[src/rtl/seq_detector_param.sv]
// seq_detector_param: parametrised serial bit-pattern detector.
// Holds a runtime-loadable PAT_LEN-bit pattern and compares it against a
// qualified serial stream. Overlapping or non-overlapping match modes are
// selected by OVERLAP. Each match produces a registered single-cycle pulse on out.
// The optional saturating match counter is built only when the macro
// SEQ_DET_COUNT_EN is defined. Otherwise match_count is tied to 0 and cnt_clr is ignored.
module seq_detector_param #(
    parameter int                 PAT_LEN   = 4,
    parameter logic [PAT_LEN-1:0] RESET_PAT = PAT_LEN'(4'b1011),
    parameter bit                 OVERLAP   = 1'b1,
    parameter int                 CNT_WIDTH = 8
) (
    input  logic                 clk,
    input  logic                 reset,
    input  logic                 in,
    input  logic                 in_valid,
    input  logic [PAT_LEN-1:0]   pattern,
    input  logic                 pat_load,
    input  logic                 cnt_clr,
    output logic                 out,
    output logic                 armed,
    output logic [CNT_WIDTH-1:0] match_count
);

    // The fill counter only ever needs to reach PAT_LEN-1.
    localparam int               FW       = (PAT_LEN > 2) ? $clog2(PAT_LEN) : 1;
    localparam logic [FW-1:0]    FILL_MAX = FW'(PAT_LEN - 1);

    typedef enum logic {
        S_FILL  = 1'b0,
        S_ARMED = 1'b1
    } state_t;

    state_t               state_q, state_d;
    logic [PAT_LEN-1:0]   pat_q, pat_d;
    logic [PAT_LEN-1:0]   hist_q, hist_d;
    logic [FW-1:0]        fill_q, fill_d;
    logic                 out_q, out_d;
    logic                 armed_q, armed_d;
    logic                 match_now;
    logic [FW-1:0]        fill_inc;

    // The oldest history bit is shifted out before it is ever compared.
    logic                 unused_hist_msb;
    assign unused_hist_msb = hist_q[PAT_LEN-1];

    assign fill_inc = fill_q + 1'b1;

    // A load cycle ignores in/in_valid, so it can never complete a match.
    assign match_now = !pat_load && in_valid && (state_q == S_ARMED) &&
                       ({hist_q[PAT_LEN-2:0], in} == pat_q);

    // Next-state logic: pattern load, history shift, fill tracking, match handling.
    always_comb begin
        state_d = state_q;
        pat_d   = pat_q;
        hist_d  = hist_q;
        fill_d  = fill_q;
        if (pat_load) begin
            pat_d   = pattern;
            hist_d  = '0;
            fill_d  = '0;
            state_d = S_FILL;
        end else if (in_valid) begin
            hist_d = {hist_q[PAT_LEN-2:0], in};
            if (match_now && !OVERLAP) begin
                // Discard history so the next match needs PAT_LEN fresh bits.
                fill_d  = '0;
                state_d = S_FILL;
            end else if (state_q == S_FILL) begin
                fill_d = fill_inc;
                if (fill_inc == FILL_MAX) begin
                    state_d = S_ARMED;
                end
            end
        end
        out_d   = match_now;
        armed_d = (state_d == S_ARMED);
    end

    // State, pattern, history and registered outputs.
    always_ff @(posedge clk) begin
        if (reset) begin
            state_q <= S_FILL;
            pat_q   <= RESET_PAT;
            hist_q  <= '0;
            fill_q  <= '0;
            out_q   <= 1'b0;
            armed_q <= 1'b0;
        end else begin
            state_q <= state_d;
            pat_q   <= pat_d;
            hist_q  <= hist_d;
            fill_q  <= fill_d;
            out_q   <= out_d;
            armed_q <= armed_d;
        end
    end

    assign out   = out_q;
    assign armed = armed_q;

`ifdef SEQ_DET_COUNT_EN
    logic [CNT_WIDTH-1:0] cnt_q, cnt_d;

    // Saturating match counter; a clear wins over a simultaneous match.
    always_comb begin
        cnt_d = cnt_q;
        if (cnt_clr) begin
            cnt_d = '0;
        end else if (match_now && (cnt_q != {CNT_WIDTH{1'b1}})) begin
            cnt_d = cnt_q + 1'b1;
        end
    end

    // Counter register.
    always_ff @(posedge clk) begin
        if (reset) begin
            cnt_q <= '0;
        end else begin
            cnt_q <= cnt_d;
        end
    end

    assign match_count = cnt_q;
`else
    logic unused_cnt_clr;
    assign unused_cnt_clr = cnt_clr;
    assign match_count    = '0;
`endif

endmodule
[config.mk]
export PLATFORM = sky130hd
export DESIGN_NAME = seq_detector_param
export DESIGN_NICKNAME = d
export VERILOG_FILES = /design/src/rtl/seq_detector_param.sv
export SDC_FILE = /design/constraint.sdc
export NUM_CORES = 1
export LEC_CHECK = 0
export CAP_MARGIN = 40
export CORE_MARGIN = 3
export CORE_UTILIZATION = 35
export DETAILED_ROUTE_END_ITERATION = 6
export PLACE_DENSITY = 0.63
export SETUP_SLACK_MARGIN = 0.4
export SLEW_MARGIN = 20
export SYNTH_ARGS = -nofsm -noshare
export SYNTH_HDL_FRONTEND = slang
export SYNTH_SLANG_ARGS = --single-unit
[constraint.sdc]
create_clock -name clk -period 2.5 [get_ports clk]
set_input_delay 0.5 -clock clk [delete_from_list [all_inputs] [get_ports clk]]
set_output_delay 0.5 -clock clk [all_outputs]
set_load 0.01 [all_outputs]
==> Word level (Yosys, flattened, before mapping) <==
Cells that the tools add are included.
{ "classes": {"n_eq_ne": 2, "n_reduce_logical": 6, "n_div": 0, "order_cmp": 0, "add_sub_neg": 1, "multipliers": 0, "bitwise_logic": 1, "shifts": 0, "mux": 2} }
{ "ops": {"columns": ["operator", "n"], "rows": [
  ["$eq 4x4->1", 1],
  ["$logic_and 1x1->1", 3],
  ["$add 2x1->2 const B", 1],
  ["$eq 2x2->1 const B", 1],
  ["$mux 1", 2],
  ["$reduce_and 2->1", 1],
  ["$reduce_or 2->1", 1],
  ["$logic_not 1->1", 1],
  ["$not 1->1", 1]
]} }
{ "word_totals": {"inputBits": 10, "memories": 0, "latch_bits": 0, "register_bits": 11, "romBits": 0, "ram_bits": 0, "word_cells": 17, "out_inout_bits": 10} }

==> Longest topological paths before layout <==
{ "depth": {"ltp_word": 4, "ltp_mapped": 4, "depth_no_buf": 4} }

==> Worst setup path before layout <==
OpenSTA, ideal clock, no wires.
{ "synth_timing": {"kind": "input to register", "from": "input pat_load", "to": "register out_q, in the netlist out", "stages": 4, "path_slack_ps": 1214, "t_arrival_ps": 1198, "t_required_ps": 2412, "setup_time_ps": 88, "path_cell_list": "buf_6 -> or2_1 -> buf_6 -> nor4_4"} }
{ "synth_via": {"elab_chain_len": 4} }
{ "synth_lines": {"columns": ["item", "line", "source"], "rows": [
  ["start, declared", "18", "input logic pat_load,"],
  ["$logic_not 1->1", "50", "assign match_now = !pat_load && in_valid && (state_q == S_ARMED) &&"],
  ["$logic_and 1x1->1 (3 in series)", "50", null],
  ["end signal, assigned", "95", "out_q <= out_d;"],
  ["end, declared", "38", "logic out_q, out_d;"]
]} }
Every way passes these cells.
A chain may end at the register's enable or synchronous reset.

==> Final worst setup path <==
{ "layout_timing": {"from": "register armed_q, in the netlist armed", "to": "output armed"} }
{ "layout_rtl": {"columns": ["item", "line", "source"], "rows": [
  ["start, declared", "39", "logic armed_q, armed_d;"],
  ["start signal, assigned", "96", "armed_q <= armed_d;"],
  ["end, declared", "21", "output logic armed,"]
]} }
No word-level cell between the ends.

==> impl_metrics.py <==
metrics = {
    "detailed_routing": {
        "post-route-drc-count": 0,
        "via_per_inst": 4.39,
        "drtIter0Drc": 2,
        "routed-via-count": 347,
        "wl_um": 790,
        "dr.pass1.iters": 3,
        "ant_nets": 0,
        "wl_per_cell_um": 10.0,
    },
    "cts": {
        "cts_resized": 0,
        "htreeDepth": 1,
        "hold_buffers": 0,
        "cts_root_buffer": "clkbuf_4",
        "clk_pin_slew_ps": 60,
        "cts_sinks": 11,
        "cts_tree": "yes",
        "insertion_delay_ps": 260,
        "post_cts_buffers": 0,
        "numCtsBuffers": 3,
        "cts_buffer_depth": 2,
    },
    "synth": {
        "synth_seq_cells": 11,
        "yosysSeqAreaShare_pct": 39.6,
        "avgSynthCellArea_um2": 10.3,
        "async_reset_ff_share_pct": 0,
        "yosysWarnings": 0,
        "synth_area_um2": 556,
        "synth-main-ff-cell": "dfxtp_1",
        "postSynthCellCount": 54,
        "ys_types": 20,
        "synth_edf_count": 0,
    },
    "setup_path": {
        "critPathSlowestCell": "clkdlybuf4s50_1",
        "path_cells": "clkdlybuf4s50_1",
        "crit_fanout": 4,
        "crit_arrival_ps": 1190,
        "critPathLaunchType": "flip-flop",
        "critical_path.top_delay_family": "buffers and inverters",
        "worst_ep_required_time_ps": 2000,
        "worst-path-buf-inv": 1,
        "max_stage_delay_ps": 550,
        "endpoint_kind": "output pin",
        "worstSetupPathType": "reg -> out",
    },
    "pwr": {
        "vdd_drop_max_uv": 228,
        "power_density_mw_per_mm2": 550,
        "leakage_uw": 0.000263,
    },
    "cells_and_area": {
        "final_common_cell": "dfxtp_1",
        "final_cell_mix": "dfxtp_1 (11), clkdlybuf4s50_1 (10), conb_1 (8)",
        "area_growth_syn_to_layout_pct": 15.1,
        "fillers": 141,
        "layout.nets": 76,
        "insertedDiodeCount": 0,
        "layout-drive-gt1-share_pct": 17.2,
    },
    "floorplan": {
        "die-area_mm2": 0.00210,
        "ios": 20,
        "die-width_um": 45.8,
        "rows": 13,
        "initial_utilization_pct": 39.7,
        "coreArea_mm2": 0.00140,
        "dieHeight_um": 45.8,
    },
    "sta": {
        "rsz0062_at_grt": "no",
        "fin_crit_sh_pct": 67.7,
        "min_period_ps": 1690,
        "finalMaxSlewViolations": 0,
        "setup_ws_ps": 807,
        "hold_violations": 0,
        "fin_setup_tns_ps": 0,
        "clock.fmax_mhz": 591,
        "finalSetupViolations": 0,
        "fin_worst_skew_ps": 3.06,
    },
    "global_route": {
        "grt_max_degree": 9,
        "grt_first_pass_wirelength_um": 1360,
        "gr-total-overflow": 0,
        "antenna_found_initial": 0,
        "track_usage_pct": 9.01,
        "first_global_vias": 355,
    },
    "outcome": {
        "status": "complete, no violations",
    },
    "place": {
        "hpwlAfterDp_um": 638,
        "port_buffers": 10,
        "dp_slack_ps": 663,
        "gp_congestion": 0.715,
    },
    "min_path": {
        "hp-class": "reg -> reg",
    },
    "job": {
        "drv_cap": 0,
    },
}
[synthesized netlist by cell type, types with 2 or more instances]
cell type / count / area share, %
xnor2_1: 4 / 6.3
mux2i_1: 4 / 7.2
dfxtp_1: 11 / 40
buf_6: 2 / 4.1
buf_4: 8 / 11
a211o_2: 3 / 5.4
and2b_2: 3 / 4.7
nor2_1: 7 / 4.7
[flip-flops by register name, summed over array words and instances, names as in the netlist]
name    flops
armed       1
fill_q      2
hist_q      3
out         1
pat_q       4
[area by class of cell]
cell class / instances / area (µm²) / share of cell area [%]
Sequential cell: 11 / 220 / 34.4
Timing Repair Buffer: 10 / 100 / 15.7
Clock buffer: 4 / 26.3 / 4.11
Inverter: 1 / 3.75 / 0.587
Tap cell: 15 / 18.8 / 2.94
Multi-Input combinational cell: 38 / 270 / 42.3
[kinds of logic (layout without fill, tap and decap cells)]
| group | Yosys count | in the layout | synth area share, % |
|---|---|---|---|
| adder cells (fa/ha/maj) | 1 | 1 | 2.25 |
| multiplexers | 4 | 4 | 7.21 |
| flip-flops | 11 | 11 | 39.6 |
| XOR/XNOR | 5 | 5 | 7.88 |
| AND/OR/NAND/NOR | 15 | 15 | 17.3 |
| other | 1 | 8 | 0.675 |
| AO/OA/AOI/OAI | 5 | 5 | 8.56 |
| buffers and inverters | 12 | 15 | 16.4 |
[power by group]
part           switching, µW  leakage [µW]  internal (µW)
logic                   22.6      0.000158           26.8
registers               4.29     0.0000901            182
clock network           54.1     0.0000150           61.7
[through the flow]
step	total power [µW]	area (µm²)	utilization, %	cells	hold slack [ps]
final	352	639	45.7	79	522
after global routing	376	639	45.7	79	559
after CTS	359	639	45.7	79	534
after detailed placement	240	613	43.8	75	515
after global placement	240	613	43.8	75	506
after floorplan	235	582	-	61	482
[routing by layer]
layer / global-route usage [%] / vias to the layer above / wire, µm
met5: 0 / - / 0
li1: - / 179 / -
met4: 3.41 / 0 / 12
met3: 4.74 / 3 / 68
met1: 9.39 / 150 / 327
met2: 15.1 / 15 / 381
[worst paths after layout]
kind         cells after the start         to  slack (ps)       from
min                              2  hist_q[2]         520  hist_q[2]
min reg2reg                      2  hist_q[2]         520  hist_q[2]
max                              1      armed         810      armed
max reg2reg                      3        out        1540  hist_q[2]
Note: power is estimated with default switching activity, not from simulation.
